==> config.mk <==
export PLATFORM = sky130hd
export DESIGN_NAME = ffa_postproc_hs_flat
export DESIGN_NICKNAME = d
export VERILOG_FILES = /design/src/rtl/ffa_postproc_hs_if.sv /design/src/rtl/ffa_postproc_hs.sv /design/src/flat_wrapper.sv
export SDC_FILE = /design/constraint.sdc
export NUM_CORES = 1
export LEC_CHECK = 0
export ABC_AREA = 1
export BUFFER_PORTS_ARGS = -buffer_cell sky130_fd_sc_hd__buf_4
export CORE_UTILIZATION = 62
export DETAILED_ROUTE_END_ITERATION = 10
export MAX_ROUTING_LAYER = met4
export PLACE_DENSITY = 0.95
export RECOVER_POWER = 100
export SYNTH_ARGS = -nofsm -noshare
export SYNTH_HDL_FRONTEND = slang
export SYNTH_SLANG_ARGS = --single-unit
==> constraint.sdc <==
create_clock -name clk -period 7.51 [get_ports clk]
set_input_delay 1.502 -clock clk [delete_from_list [all_inputs] [get_ports clk]]
set_output_delay 1.502 -clock clk [all_outputs]
set_load 0.02 [all_outputs]
==> src/rtl/ffa_postproc_hs_if.sv <==
// rtl/ffa_postproc_hs_if.sv - handshake and data bundle for the FFA recombination stage
interface ffa_postproc_hs_if #(
   parameter int DWIDTH  = 16,
   parameter int DDWIDTH = 2 * DWIDTH
);
   logic                       req_in;
   logic                       ack_in;
   logic signed [0:DWIDTH-1]   data_in_h0;
   logic signed [0:DWIDTH-1]   data_in_h1;
   logic signed [0:DWIDTH-1]   data_in_h01;
   logic                       req_out;
   logic                       ack_out;
   logic signed [0:DDWIDTH-1]  data_out;
   logic                       sat_flag;

   // producer/consumer side
   modport master (
      output req_in, data_in_h0, data_in_h1, data_in_h01, req_out,
      input  ack_in, ack_out, data_out, sat_flag
   );

   // recombination stage side
   modport slave (
      input  req_in, data_in_h0, data_in_h1, data_in_h01, req_out,
      output ack_in, ack_out, data_out, sat_flag
   );
endinterface

==> src/rtl/ffa_postproc_hs.sv <==
// rtl/ffa_postproc_hs.sv - 2-parallel FFA recombination with four-phase in/out handshakes
module ffa_postproc_hs #(
   parameter int NR_STAGES = 32,
   parameter int DWIDTH    = 16,
   parameter int DDWIDTH   = 2 * DWIDTH
) (
   input  logic               clk,
   input  logic               rst,
   ffa_postproc_hs_if.slave   bus
);
   localparam int EW = DWIDTH + 2;
   localparam logic signed [EW-1:0] MAX_E = EW'((2 ** (DWIDTH - 1)) - 1);
   localparam logic signed [EW-1:0] MIN_E = ~MAX_E;

   // The 2-parallel split needs an even tap count and an exact pair width.
   if ((NR_STAGES % 2) != 0) begin : g_bad_taps
      $error("ffa_postproc_hs: NR_STAGES must be even");
   end
   if (DDWIDTH != 2 * DWIDTH) begin : g_bad_width
      $error("ffa_postproc_hs: DDWIDTH must be 2*DWIDTH");
   end

   typedef enum logic [1:0] {S_IDLE, S_IN_ACK, S_OUT_WAIT, S_OUT_ACK} state_t;

   state_t                     state, state_nx;
   logic signed [0:DWIDTH-1]   d1;
   logic signed [0:DDWIDTH-1]  result;

   logic signed [EW-1:0] p0_x, p1_x, p01_x, d1_x, y0_w, y1_w;
   logic                 y0_clamp, y1_clamp;
   logic                 accept_in, launch_out;

   function automatic logic signed [0:DWIDTH-1] sat(input logic signed [EW-1:0] v);
      if (v > MAX_E)      return MAX_E[DWIDTH-1:0];
      else if (v < MIN_E) return MIN_E[DWIDTH-1:0];
      else                return v[DWIDTH-1:0];
   endfunction

   // Sign-extend operands (index 0 is the sign bit) and form both output phases.
   always_comb begin
      p0_x     = {{2{bus.data_in_h0[0]}},  bus.data_in_h0};
      p1_x     = {{2{bus.data_in_h1[0]}},  bus.data_in_h1};
      p01_x    = {{2{bus.data_in_h01[0]}}, bus.data_in_h01};
      d1_x     = {{2{d1[0]}}, d1};
      y0_w     = p0_x + d1_x;
      y1_w     = p01_x - p0_x - p1_x;
      y0_clamp = (y0_w > MAX_E) || (y0_w < MIN_E);
      y1_clamp = (y1_w > MAX_E) || (y1_w < MIN_E);
   end

   // State register; reset drops any in-flight pair.
   always_ff @(posedge clk or posedge rst) begin
      if (rst) state <= S_IDLE;
      else     state <= state_nx;
   end

   // Next-state decode; a single result register means input stalls until the pair leaves.
   always_comb begin
      state_nx   = state;
      accept_in  = 1'b0;
      launch_out = 1'b0;
      case (state)
         S_IDLE: begin
            if (bus.req_in) begin
               accept_in = 1'b1;
               state_nx  = S_IN_ACK;
            end
         end
         S_IN_ACK: begin
            if (!bus.req_in) state_nx = S_OUT_WAIT;
         end
         S_OUT_WAIT: begin
            if (bus.req_out) begin
               launch_out = 1'b1;
               state_nx   = S_OUT_ACK;
            end
         end
         S_OUT_ACK: begin
            if (!bus.req_out) state_nx = S_IDLE;
         end
         default: state_nx = S_IDLE;
      endcase
   end

   assign bus.ack_in  = (state == S_IN_ACK);
   assign bus.ack_out = (state == S_OUT_ACK);

   // Datapath: capture on accepted input, publish on consumer request, sticky clamp flag.
   always_ff @(posedge clk or posedge rst) begin
      if (rst) begin
         d1           <= '0;
         result       <= '0;
         bus.data_out <= '0;
         bus.sat_flag <= 1'b0;
      end else begin
         if (accept_in) begin
            result <= {sat(y0_w), sat(y1_w)};
            d1     <= bus.data_in_h1;
            if (y0_clamp || y1_clamp) bus.sat_flag <= 1'b1;
         end
         if (launch_out) bus.data_out <= result;
      end
   end
endmodule

==> src/flat_wrapper.sv <==
// flat-port wrapper written by rule: the top's interface ports become plain ports
module ffa_postproc_hs_flat 
#(
   parameter int NR_STAGES = 32,
   parameter int DWIDTH    = 16,
   parameter int DDWIDTH   = 2 * DWIDTH
)
  (clk, rst, bus_req_in, bus_data_in_h0, bus_data_in_h1, bus_data_in_h01, bus_req_out, bus_ack_in, bus_ack_out, bus_data_out, bus_sat_flag);
  ffa_postproc_hs_if #(.DWIDTH(DWIDTH), .DDWIDTH(DDWIDTH)) bus_i ();
  input  logic clk;
  input  logic rst;
  input wire logic [$bits(bus_i.req_in)-1:0] bus_req_in;
  input wire logic [$bits(bus_i.data_in_h0)-1:0] bus_data_in_h0;
  input wire logic [$bits(bus_i.data_in_h1)-1:0] bus_data_in_h1;
  input wire logic [$bits(bus_i.data_in_h01)-1:0] bus_data_in_h01;
  input wire logic [$bits(bus_i.req_out)-1:0] bus_req_out;
  output wire logic [$bits(bus_i.ack_in)-1:0] bus_ack_in;
  output wire logic [$bits(bus_i.ack_out)-1:0] bus_ack_out;
  output wire logic [$bits(bus_i.data_out)-1:0] bus_data_out;
  output wire logic [$bits(bus_i.sat_flag)-1:0] bus_sat_flag;
  assign bus_i.req_in = bus_req_in;
  assign bus_i.data_in_h0 = bus_data_in_h0;
  assign bus_i.data_in_h1 = bus_data_in_h1;
  assign bus_i.data_in_h01 = bus_data_in_h01;
  assign bus_i.req_out = bus_req_out;
  assign bus_ack_in = bus_i.ack_in;
  assign bus_ack_out = bus_i.ack_out;
  assign bus_data_out = bus_i.data_out;
  assign bus_sat_flag = bus_i.sat_flag;
  ffa_postproc_hs #(.NR_STAGES(NR_STAGES), .DWIDTH(DWIDTH), .DDWIDTH(DDWIDTH)) u_core (.clk(clk), .rst(rst), .bus(bus_i));
endmodule
Word level (Yosys, flattened, before mapping)
Index checks and enable logic that the tools add are counted.
{"block": "classes", "n_addsub": 3, "muxes": 13, "n_lt_le_gt_ge": 4, "n_reduce_logical": 6, "eq_ne": 7}
{"operator": "$mux W16", "n": 4}
{"operator": "$gt A18 B16 Y1 const B", "n": 2}
{"operator": "$lt A18 B16 Y1 const B", "n": 2}
{"operator": "$sub A17 B16 Y18", "n": 1}
{"operator": "$add A16 B16 Y17", "n": 1}
{"operator": "$sub A16 B16 Y17", "n": 1}
{"operator": "$mux W2", "n": 4}
{"operator": "$ne A2 B2 Y1 const B", "n": 4}
{"operator": "$pmux W2 S4", "n": 1}
{"operator": "$eq A2 B2 Y1 const B", "n": 2}
{"operator": "$mux W1", "n": 4}
{"operator": "$reduce_and A4 Y1", "n": 1}
{"operator": "$logic_or A1 B1 Y1", "n": 3}
{"operator": "$eq A2 B1 Y1 const B", "n": 1}
{"operator": "$logic_not A2 Y1", "n": 1}
{"operator": "$reduce_and A2 Y1", "n": 1}
{"block": "word_totals", "in_bits": 52, "output_inout_bits": 35, "register_bits": 83, "wordCells": 38}

Depth between registers and ports, before layout
Gate-level depths: netlist of run 1.
{"block": "depth", "word_depth": 6, "depth_mapped": 20, "depth_no_buf": 20}

Worst setup path before layout of run 1
OpenSTA, ideal clock, no wires.
{"block": "synth_timing", "kind": "in2reg", "from": "input bus_data_in_h1[0]", "to": "register u_core.result[20] in the netlist's numbering", "arrival_ns": 3.681, "path_slack_ns": 3.708, "path_buffers": 1, "required_time_ns": 7.390, "setup_ns": 0.120, "cell_stages": 19, "cell_sequence": "inv_1 > fa_1 > inv_1 > ha_1 > nor2_1 > fa_1 > inv_1 > nand2_1 > nand2_1 > nand4_1 > nand2_1 > nand2_1 > nand2_1 > nand2_1 > nand2_1 > nand2_2 > a21oi_4 > buf_6 > a21oi_2"}
{"block": "synth_via", "elab_chain_cells": 4, "elab_cells_between_ends": 5, "classes_between": "add/sub (1); order compare (2); mux (2)"}
{"element": "start, declared", "line": "flat_wrapper.sv:14", "rtl": "input wire logic [$bits(bus_i.data_in_h1)-1:0] bus_data_in_h1;"}
{"element": "$sub A17 B16 Y18 *", "line": "ffa_postproc_hs.sv:46", "rtl": "y1_w = p01_x - p0_x - p1_x;"}
{"element": "$lt A18 B16 Y1", "line": "ffa_postproc_hs.sv:35", "rtl": "else if (v < MIN_E) return MIN_E[DWIDTH-1:0];"}
{"element": "$mux W16", "line": "ffa_postproc_hs.sv:35"}
{"element": "$mux W16 *", "line": "ffa_postproc_hs.sv:34", "rtl": "if (v > MAX_E) return MAX_E[DWIDTH-1:0];"}
{"element": "end signal, assigned", "line": "ffa_postproc_hs.sv:97", "rtl": "result <= {sat(y0_w), sat(y1_w)};"}
{"element": "end, declared", "line": "ffa_postproc_hs.sv:27", "rtl": "logic signed [0:DDWIDTH-1] result;"}
Mark *: on every way between the ends. The rest lies on a longest branch, timed or not.
A chain may end at the register's enable or synchronous reset.

Worst setup path after layout of run 1
{"block": "layout_timing", "from": "input bus_req_in", "to": "register u_core.result[21] in the netlist's numbering"}
{"block": "layout_via", "elab_chain_cells": 2}
{"element": "start, declared", "line": "flat_wrapper.sv:12", "rtl": "input wire logic [$bits(bus_i.req_in)-1:0] bus_req_in;"}
{"element": "$mux W1", "line": "ffa_postproc_hs.sv:64", "rtl": "if (bus.req_in) begin"}
{"element": "$mux W1", "line": "ffa_postproc_hs.sv:62", "rtl": "case (state)"}
No other way between the ends.

==> metrics.cfg, run 1 <==
[run_status]
status=finished with violations
violations=capacitance limit, slew limit

[detailed_routing]
firstDrtPassIters=6
drt_iter0_drc=302
finalWirelength_um=13700
drc=0
ant_nets=0
wl_per_cell_um=15.4
via_per_inst=5.57
via_count=4972

[logic_synthesis]
ys.flop_type=dfrtp_1
synth_seq_cells=83
yosysTopAreaCellShare=0.367
synthArstFlopShare=1.00
ys_seq_area_frac=0.367
mappedNetlistArea_sq_um=5660
synth_nets=803
synth_common_cells=199 x nand2_1, 99 x inv_1, 83 x dfrtp_1, 46 x nor2_1, 40 x ha_1
synth-edff-count=0
synth.most_common_cell=nand2_1
synth.distinct_cells=36
synth_cells=694
synth_largest_area_cell=dfrtp_1
ys.warnings.count=0
avgSynthCellArea_sq_um=8.16
synth_area_leaders=dfrtp_1 37%, nand2_1 13%, ha_1 8.8%, inv_1 6.6%, fa_1 6.0%

[sta]
fmax_mhz=221
max_slew.worst_pin.slew_ns=2.34
post-route-period-util=0.604
fin_crit_ns=4.53
finalSetupViolCount=0
grt_setup_unrepaired=no
timing.final.ws_setup_ns=2.98
drv_slew=98
slew_headroom=-0.561
tns_ns=0
fin_skew_ns=0.00673
hold_viol_final=0

[floorplan]
die_h_um=97.6
dieArea_sq_um=9520
fp.dieW_um=97.6
io_pins=87
start_util=0.646
row_count=34
coreArea_sq_um=8760

[power_and_ir_drop]
peakVddDrop_uv=151
p_clk_frac=0.128
switching_share=0.483
pwr-share-seq=0.314
p_per_area_nw_per_um2=382
p_sw_w=0.00118
p_leak_nw=3.40
intPower_w=0.00127
power_frac_comb=0.558

[clock_network]
worstSkewPairLatency_ns=0.37
clk_pin_slew_ns=0.09
cts_root_buf=clkbuf_8
cts-resized-gates=0
cts_buffers=9
cts_setup_buffers=0
cts_tree=yes
cts.sinks=83
cts_hold_buf=0
ctsLongestPathBuffers=2
cts-htree-levels=3

[worst_setup_path]
ff2ff_path_depth=7
cp-start-kind=primary input
crit_type=in2reg
r2r_slack_ns=3.49
required_ns=7.75
reg2reg_from=u_core.state[0]
cp_max_fo=51
r2r-end=u_core.result[21]
endpoint_kind=register
cp.arrival_ns=4.77

[placement]
place_congestion=0.885
port_buffers=86
dp_slack_ns=3.19
dpl.hpwl_um=10300

[grt]
grt_pass1_vias=5022
grt_pass1_wl_um=23100
grt_overflow_total=0
grt_max_degree=84
track_usage=0.314
grt_antenna_before_repair=0

[flow_run]
drv_cap=2

[hold_path]
worstHoldPathType=reg2reg
hold_end=u_core.result[30]
whs_path_depth=2
min_from=u_core.result[30]

[layout]
drive_gt1_frac=0.156
antennaDiodeCount=0
finalNetCount=888
num-fill-cells=643
syn_to_final_growth_pct=13.2

layer usage:
metal / vias up / GRT usage / share of wire
met5: - / - / 0
met1: 2366 / 0.400 / 0.43
met4: 0 / 0.119 / 0.027
met2: 217 / 0.505 / 0.48
li1: 2354 / - / -
met3: 35 / 0.0525 / 0.066
cell usage in the layout, fill, tap and decap left out, types with 2 or more instances in the layout:
cell        n
dfrtp_1    83
nand2_1   199
buf_4      49
mux2i_1     2
inv_6       3
nand3_1    20
and2_1      2
nor2_1     47
a22oi_1     3
fa_1       17
nand3b_1    3
xnor2_1     7
ha_1       40
a22oi_2     8
nand2_2    10
o21bai_1    2
a21oi_1    32
a21oi_2    12
clkbuf_8    9
o22ai_1     2
mux2_2     18
xor2_1     17
clkbuf_1   39
o21ai_0    34
nor3_1      7
inv_1      98
inv_2       4
nand4_1     3
registers in the layout (all words and copies together), names as in the netlist:
| name | flops |
|---|---|
| u_core.result | 32 |
| u_core.state | 2 |
| u_core.d1 | 16 |
| u_core.bus.sat_flag | 1 |
| u_core.bus.data_out | 32 |
worst max-delay path by stage:
stage / slack [ns] / cells past startpoint / start / to
floorplan: 3.71 / 19 / bus_data_in_h1[0] / u_core.result[20]
global placement: 3.32 / 19 / bus_data_in_h1[0] / u_core.result[19]
detailed placement: 3.19 / 19 / bus_data_in_h1[0] / u_core.result[17]
CTS: 3.51 / 19 / bus_data_in_h1[0] / u_core.result[17]
global route: 2.67 / 6 / bus_req_in / u_core.result[19]
finish: 2.98 / 6 / bus_req_in / u_core.result[21]
final cells by class:
cell class                 instances  area [sq um]  share of cell area
multi-input combinational        492          3100               0.484
sequential                        83          2080               0.324
timing repair buffer              89           522              0.0814
inverter                         104           392              0.0611
tap                              108           135              0.0211
clock buffer                       9           124              0.0193
clock inverter                     7          58.8             0.00918
through the flow:
step	instance area [sq um]	utilization	instances	power (W)	hold slack, ns
after floorplan	5660	-	694	0.00178	0.445
after global placement	6370	0.727	876	0.00211	0.455
after detailed placement	6370	0.727	876	0.00218	0.467
after CTS	6560	0.748	892	0.00251	0.490
after global routing	6410	0.731	892	0.00264	0.510
final	6410	0.731	892	0.00245	0.490
cells by family (layout without fill, tap and decap cells):
group,after synthesis,count (layout),share of synthesized area
multiplexers,21,21,0.0413
XOR/XNOR,24,24,0.0371
flip-flops,83,83,0.367
AND/OR/NAND/NOR,294,294,0.212
adder cells (fa/ha/maj),57,57,0.149
AO/OA/AOI/OAI,96,96,0.109
buffers and inverters,119,209,0.0851
power groups by stage:
stage / sequential (W) / combinational (W) / clock (W)
final: 0.000769 / 0.00137 / 0.000314
after global routing: 0.000792 / 0.00151 / 0.000333
after CTS: 0.000769 / 0.00143 / 0.000314
after detailed placement: 0.000778 / 0.00140 / 0
after global placement: 0.000761 / 0.00135 / 0
after floorplan: 0.000851 / 0.000933 / 0
critical path, cell delays in order:
cell and delay [ns]:
clkbuf_1 0.10, nand2_1 0.07, clkbuf_1 1.66, inv_1 0.99
nor2_1 0.38, a21oi_2 0.06
Power figures use the tool's default switching activity.
==> run 2: changes to the inputs <==
--- a/config.mk
+++ b/config.mk
@@ -5,12 +5,12 @@
 export SDC_FILE = /design/constraint.sdc
 export NUM_CORES = 1
 export LEC_CHECK = 0
-export ABC_AREA = 1
+export ABC_AREA = 0
 export BUFFER_PORTS_ARGS = -buffer_cell sky130_fd_sc_hd__buf_4
-export CORE_UTILIZATION = 62
+export CORE_UTILIZATION = 58
 export DETAILED_ROUTE_END_ITERATION = 10
 export MAX_ROUTING_LAYER = met4
-export PLACE_DENSITY = 0.95
+export PLACE_DENSITY = 0.91
 export RECOVER_POWER = 100
 export SYNTH_ARGS = -nofsm -noshare
 export SYNTH_HDL_FRONTEND = slang
==> constraint.sdc (replaced) <==
create_clock -name clk -period 4.32 [get_ports clk]
set_input_delay 0.864 -clock clk [delete_from_list [all_inputs] [get_ports clk]]
set_output_delay 0.864 -clock clk [all_outputs]
set_load 0.02 [all_outputs]
==> run 2 against run 1 <==
Against the previous run:
- the run still ends with capacitance limit, slew limit left
- utilization shrank 5.8 points
- first-iteration DRC count shrank 17%
- die area grew 8.8%
- clock power grew 89%
- area after synthesis grew 1.9%
- wire length grew 0.15%
- register-to-register slack lost 2.8 ns
- worst hold slack lost 0.0063 ns
- critical path depth grew 6
- clock-buffer cell count grew 1
- largest power group unchanged
==> metrics.cfg, run 2 <==
[logic_synthesis]
synth-simple-area-share=0.107
yosysTopAreaCellShare=0.360
synth.most_common_cell=dfrtp_1
synth_top_family_by_area=compound AO/OA/AOI/OAI gates
synth_common_cells=83 x dfrtp_1, 63 x o21ai_0, 56 x nand2_1, 53 x a21oi_1, 44 x inv_1
synth_largest_area_cell=dfrtp_1
synth-xor-area-share=0.0334
synth_area_leaders=dfrtp_1 36%, ha_1 8.7%, mux2_2 6.6%, fa_1 5.9%, o21ai_0 5.5%
synth_nets=715
avgSynthCellArea_sq_um=9.52
ys.flop_type=dfrtp_1
synth_seq_cells=83
synthAdderAreaFrac=0.146
synthMuxAreaShare=0.0755
mappedNetlistArea_sq_um=5770
synth.distinct_cells=62
synth-edff-count=0
synth_cells=606
synth_compound_area_frac=0.230
synthArstFlopShare=1.00
ys.warnings.count=0
ys_seq_area_frac=0.360

[clock_network]
worstSkewPairLatency_ns=0.38
cts_hold_buf=0
clk_pin_slew_ns=0.09
cts_setup_buffers=0
cts-htree-levels=3
cts_root_buf=clkbuf_8
cts-resized-gates=0
ctsLongestPathBuffers=2
cts_tree=yes
cts.sinks=83
cts_buffers=9

[floorplan]
start_util=0.593
die_h_um=102
row_count=36
fp.dieW_um=102
coreArea_sq_um=9730
io_pins=87
dieArea_sq_um=10400

[placement]
place_congestion=0.961
placed_cells=805
port_buffers=86
dpl_cell_area_sq_um=6510
dpl.hpwl_um=10300

[worst_setup_path]
r2r-end=u_core.result[4]
reg2reg_from=u_core.state[0]
cp.arrival_ns=4.21
cp-start-kind=primary input
ff2ff_path_depth=5
endpoint_kind=register
startpoint=bus_data_in_h1[2]
required_ns=4.64
r2r_slack_ns=0.68
cp_max_fo=24
crit_type=in2reg
crit_end=u_core.result[22]

[sta]
fin_skew_ns=0.00961
tns_ns=0
drv_slew=150
finalSetupViolCount=0
fmax_mhz=257
post-route-period-util=0.900
slew_headroom=-0.899
max_slew.worst_pin.slew_ns=2.83
grt_setup_unrepaired=no
fin_crit_ns=3.89
hold_viol_final=0
hold_ws_ns=0.483

[layout]
syn_to_final_growth_pct=13.6
reg_top3=u_core.bus.data_out: 32 flops, u_core.result: 32 flops, u_core.d1: 16 flops
mostFrequentLayoutCells=83 x dfrtp_1, 65 x o21ai_0, 56 x nand2_1
layout_commonest_cell=dfrtp_1
layout.cells.non_filler=821
drive_gt1_frac=0.170
final_cell_area_sq_um=6550
antennaDiodeCount=0
finalNetCount=792

[grt]
grt_pass1_vias=4682
grt_pass1_wl_um=22000
grt_overflow_total=0
grt_max_degree=64
grt_antenna_before_repair=0
track_usage=0.287

[power_and_ir_drop]
p_per_area_nw_per_um2=665
peakVddDrop_uv=276
p_leak_nw=3.13

[hold_path]
worstHoldPathType=reg2reg
whs_path_depth=2

[flow_run]
drv_cap=3

[detailed_routing]
drt_iter0_drc=252
firstDrtPassIters=5
wl_per_cell_um=16.8
ant_nets=0
via_per_inst=5.93
drc=0
finalWirelength_um=13800
via_count=4872

[run_status]
status=finished with violations
violations=capacitance limit, slew limit

[run 2: cell types whose count changed in the layout (fill, tap and decap cells not counted), sizes merged, moves of 10 or more]
cell and change:
a211oi +14, nand3 -12, o21ai +33, a21o +20
a22oi -10, nor2 -23, mux2 +15, nand2 -154
xnor2 +11, xor2 -13, inv -62, a21oi +11
[run 2: kinds of logic (layout without fill, tap and decap cells)]
group           after synthesis  in the layout
compound gates              204            204
xor+xnor                     22             22
fa+ha+maj                    57             57
buf+inv                      69            151
flops                        83             83
mux                          38             38
simple gates                133            133
[run 2: cell type report]
cell class,count,area (sq um)
Fill cell,802,3180
Clock inverter,6,63.8
Multi-Input combinational cell,454,3400
Inverter,44,166
Timing Repair Buffer,91,541
Clock buffer,10,138
Tap cell,133,166
Sequential cell,83,2080
[run 2: power breakdown]
group          switching [W]  internal, W
Clock               0.000309     0.000283
Combinational        0.00145     0.000967
Sequential          0.000205      0.00115
Total                0.00196      0.00240
[run 2: critical path, stage by stage]
cell	delay [ns]
clkbuf_4	0.11
inv_1	0.08
fa_1	0.44
ha_1	0.40
o211a_1	0.19
o21ba_1	0.21
o211ai_1	0.16
a211o_2	0.38
a21oi_2	0.68
o21ai_0	0.25
a211oi_1	0.33
a21o_1	0.13
[run 2: per-layer routing]
layer / global-route usage / part of all wire / up-vias
li1: - / - / 2307
met2: 0.462 / 0.49 / 181
met5: - / 0 / -
met4: 0.149 / 0.030 / 0
met1: 0.351 / 0.43 / 2351
met3: 0.0414 / 0.057 / 33
[run 2: worst min path at each step]
stage | start | slack (ns) | endpoint
6_report | u_core.result[1] | 0.48 | u_core.result[1]
5_1_grt | u_core.result[28] | 0.50 | u_core.result[28]
4_1_cts | u_core.result[1] | 0.49 | u_core.result[1]
3_5_place_dp | u_core.result[1] | 0.47 | u_core.result[1]
3_3_place_gp | u_core.result[16] | 0.46 | u_core.result[16]
2_1_floorplan | u_core.result[17] | 0.45 | u_core.result[17]
[run 2: through the flow]
stage                     setup WS [ns]  total power [W]  utilization
after detailed placement          0.265          0.00386        0.669
after global placement            0.408          0.00374        0.669
after global routing              0.218          0.00467        0.674
after CTS                         0.575          0.00447        0.690
after floorplan                   0.730          0.00315            -
final                             0.431          0.00436        0.674
==> run 3: changes to the inputs <==
--- a/config.mk
+++ b/config.mk
@@ -7,10 +7,12 @@
 export LEC_CHECK = 0
 export ABC_AREA = 0
 export BUFFER_PORTS_ARGS = -buffer_cell sky130_fd_sc_hd__buf_4
-export CORE_UTILIZATION = 58
+export CAP_MARGIN = 30
+export CORE_UTILIZATION = 60
+export CTS_BUF_LIST = sky130_fd_sc_hd__clkbuf_2
 export DETAILED_ROUTE_END_ITERATION = 10
 export MAX_ROUTING_LAYER = met4
-export PLACE_DENSITY = 0.91
+export PLACE_DENSITY = 0.93
 export RECOVER_POWER = 100
 export SYNTH_ARGS = -nofsm -noshare
 export SYNTH_HDL_FRONTEND = slang
==> run 3 against run 2 <==
Against the previous run:
- the run still ends with capacitance limit, slew limit left
- design area decreased by 1.1%
- critical path depth rose by 3
- critical path type unchanged
- combinational power barely moved
- sequential share of layout area increased by 0.37 points
- largest cell class unchanged
- largest power group unchanged
- utilization is 2.4 points higher
==> metrics.cfg, run 3 (synthesis results as in run 2) <==
[run_status]
status=finished with violations
violations=capacitance limit, slew limit

[sta]
max_slew.worst_pin.slew_ns=2.43
tns_ns=0
post-route-period-util=0.852
drv_slew=135
fin_skew_ns=0.0311
grt_setup_unrepaired=no
timing.final.ws_setup_ns=0.637
hold_viol_final=0
fin_crit_ns=3.68
fmax_mhz=272
slew_headroom=-0.622
finalSetupViolCount=0

[power_and_ir_drop]
intPower_w=0.00225
power_frac_comb=0.574
switching_share=0.464
p_clk_frac=0.105
pwr-share-seq=0.321
p_leak_nw=3.10
power_w=0.00419
p_per_area_nw_per_um2=646
peakVddDrop_uv=291
p_sw_w=0.00194

[floorplan]
dieArea_sq_um=10000
fp.dieW_um=100
start_util=0.622
io_pins=87
coreArea_sq_um=9280
die_h_um=100
row_count=35

[flow_run]
drv_cap=3

[clock_network]
clk_pin_slew_ns=0.25
cts_root_buf=clkbuf_2
cts_setup_buffers=0
cts_tree=yes
cts_buffers=9
cts-htree-levels=3
ctsLongestPathBuffers=2
cts-resized-gates=0
cts_hold_buf=0
cts.sinks=83
worstSkewPairLatency_ns=0.55

[worst_setup_path]
critPathTopFamily=compound AO/OA/AOI/OAI gates
cp_num_buf_inv=4
max_stage_delay_ns=0.48
cpMaxStageDelayCell=fa_1
endpoint_kind=register
cp_max_fo=12
cp-start-kind=primary input
crit_chain=clkbuf_4, inv_1, fa_1, inv_1, ha_1, nor2_1, fa_1, nor2b_1, o21bai_1, a211o_1, and4_1, a211oi_1, buf_4, a211oi_1, a21o_1
crit_type=in2reg
cp.arrival_ns=4.14
required_ns=4.78

[detailed_routing]
via_per_inst=5.95
drc=0
via_count=4871
ant_nets=0
finalWirelength_um=13500
firstDrtPassIters=6
drt_iter0_drc=284
wl_per_cell_um=16.5

[placement]
dpl.hpwl_um=10600
dp_slack_ns=0.243
place_congestion=0.977
port_buffers=86

[grt]
track_usage=0.292
grt_pass1_wl_um=22200
grt_antenna_before_repair=0
grt_pass1_vias=4838
grt_overflow_total=0
grt_max_degree=56

[layout]
reg_top3=u_core.bus.data_out: 32 flops, u_core.result: 32 flops, u_core.d1: 16 flops
multi_input_area_sq_um=3410
seq_area_sq_um=2080
antennaDiodeCount=0
drive_gt1_frac=0.170
num-fill-cells=766
finalNetCount=793
mostFrequentLayoutCells=83 x dfrtp_1, 65 x o21ai_0, 56 x nand2_1
layout_commonest_cell=dfrtp_1
syn_to_final_growth_pct=12.3

[hold_path]
worstHoldPathType=in2async

run 3: changes by cell type in the layout (fill, tap and decap cells not counted), sizes merged:
| cell | previous run | this run |
|---|---|---|
| buf | 49 | 51 |
| clkbuf | 52 | 50 |
| inv | 44 | 45 |
run 3: per-stage QoR:
stage                     hold WS (ns)   util  cells  instance area (sq um)
final                            0.353  0.698    818                   6480
after global routing             0.341  0.698    818                   6480
after CTS                        0.192  0.716    818                   6650
after detailed placement         0.469  0.703    802                   6530
after global placement           0.461  0.701    801                   6500
after floorplan                  0.446      -    606                   5770
run 3: final timing paths:
path,cells after the start,to,slack (ns),start
worst max-delay path,15,u_core.result[22],0.64,bus_data_in_h1[0]
worst min-delay path,2,u_core.d1[15],0.35,rst
worst max register to register,5,u_core.d1[7],0.83,u_core.state[0]
worst min register to register,1,u_core.result[26],0.52,u_core.result[26]
max in group asynchronous,3,u_core.d1[9],1.28,rst
min in group clk,1,u_core.result[26],0.52,u_core.result[26]
run 3: layer usage:
metal / vias to the layer above / global-route usage / wire (um)
li1: 2302 / - / -
met5: - / - / 0
met2: 175 / 0.483 / 6680
met4: 0 / 0.113 / 318
met3: 36 / 0.0467 / 693
met1: 2358 / 0.361 / 5790
run 3: power groups by stage:
stage | Combinational (W) | Sequential [W] | Clock, W
2_1_floorplan | 0.00167 | 0.00148 | 0
3_3_place_gp | 0.00240 | 0.00134 | 0
3_5_place_dp | 0.00251 | 0.00137 | 0
4_1_cts | 0.00252 | 0.00135 | 0.000440
5_1_grt | 0.00264 | 0.00139 | 0.000472
6_report | 0.00240 | 0.00135 | 0.000439
run 3: layout make-up:
cell class,count,share of cell area
repair buffers,92,0.0840
flip-flops and latches,83,0.321
clock buffers,9,0.00695
well taps,129,0.0249
clock inverters,7,0.0116
multi-input cells,454,0.526
inverters,44,0.0257
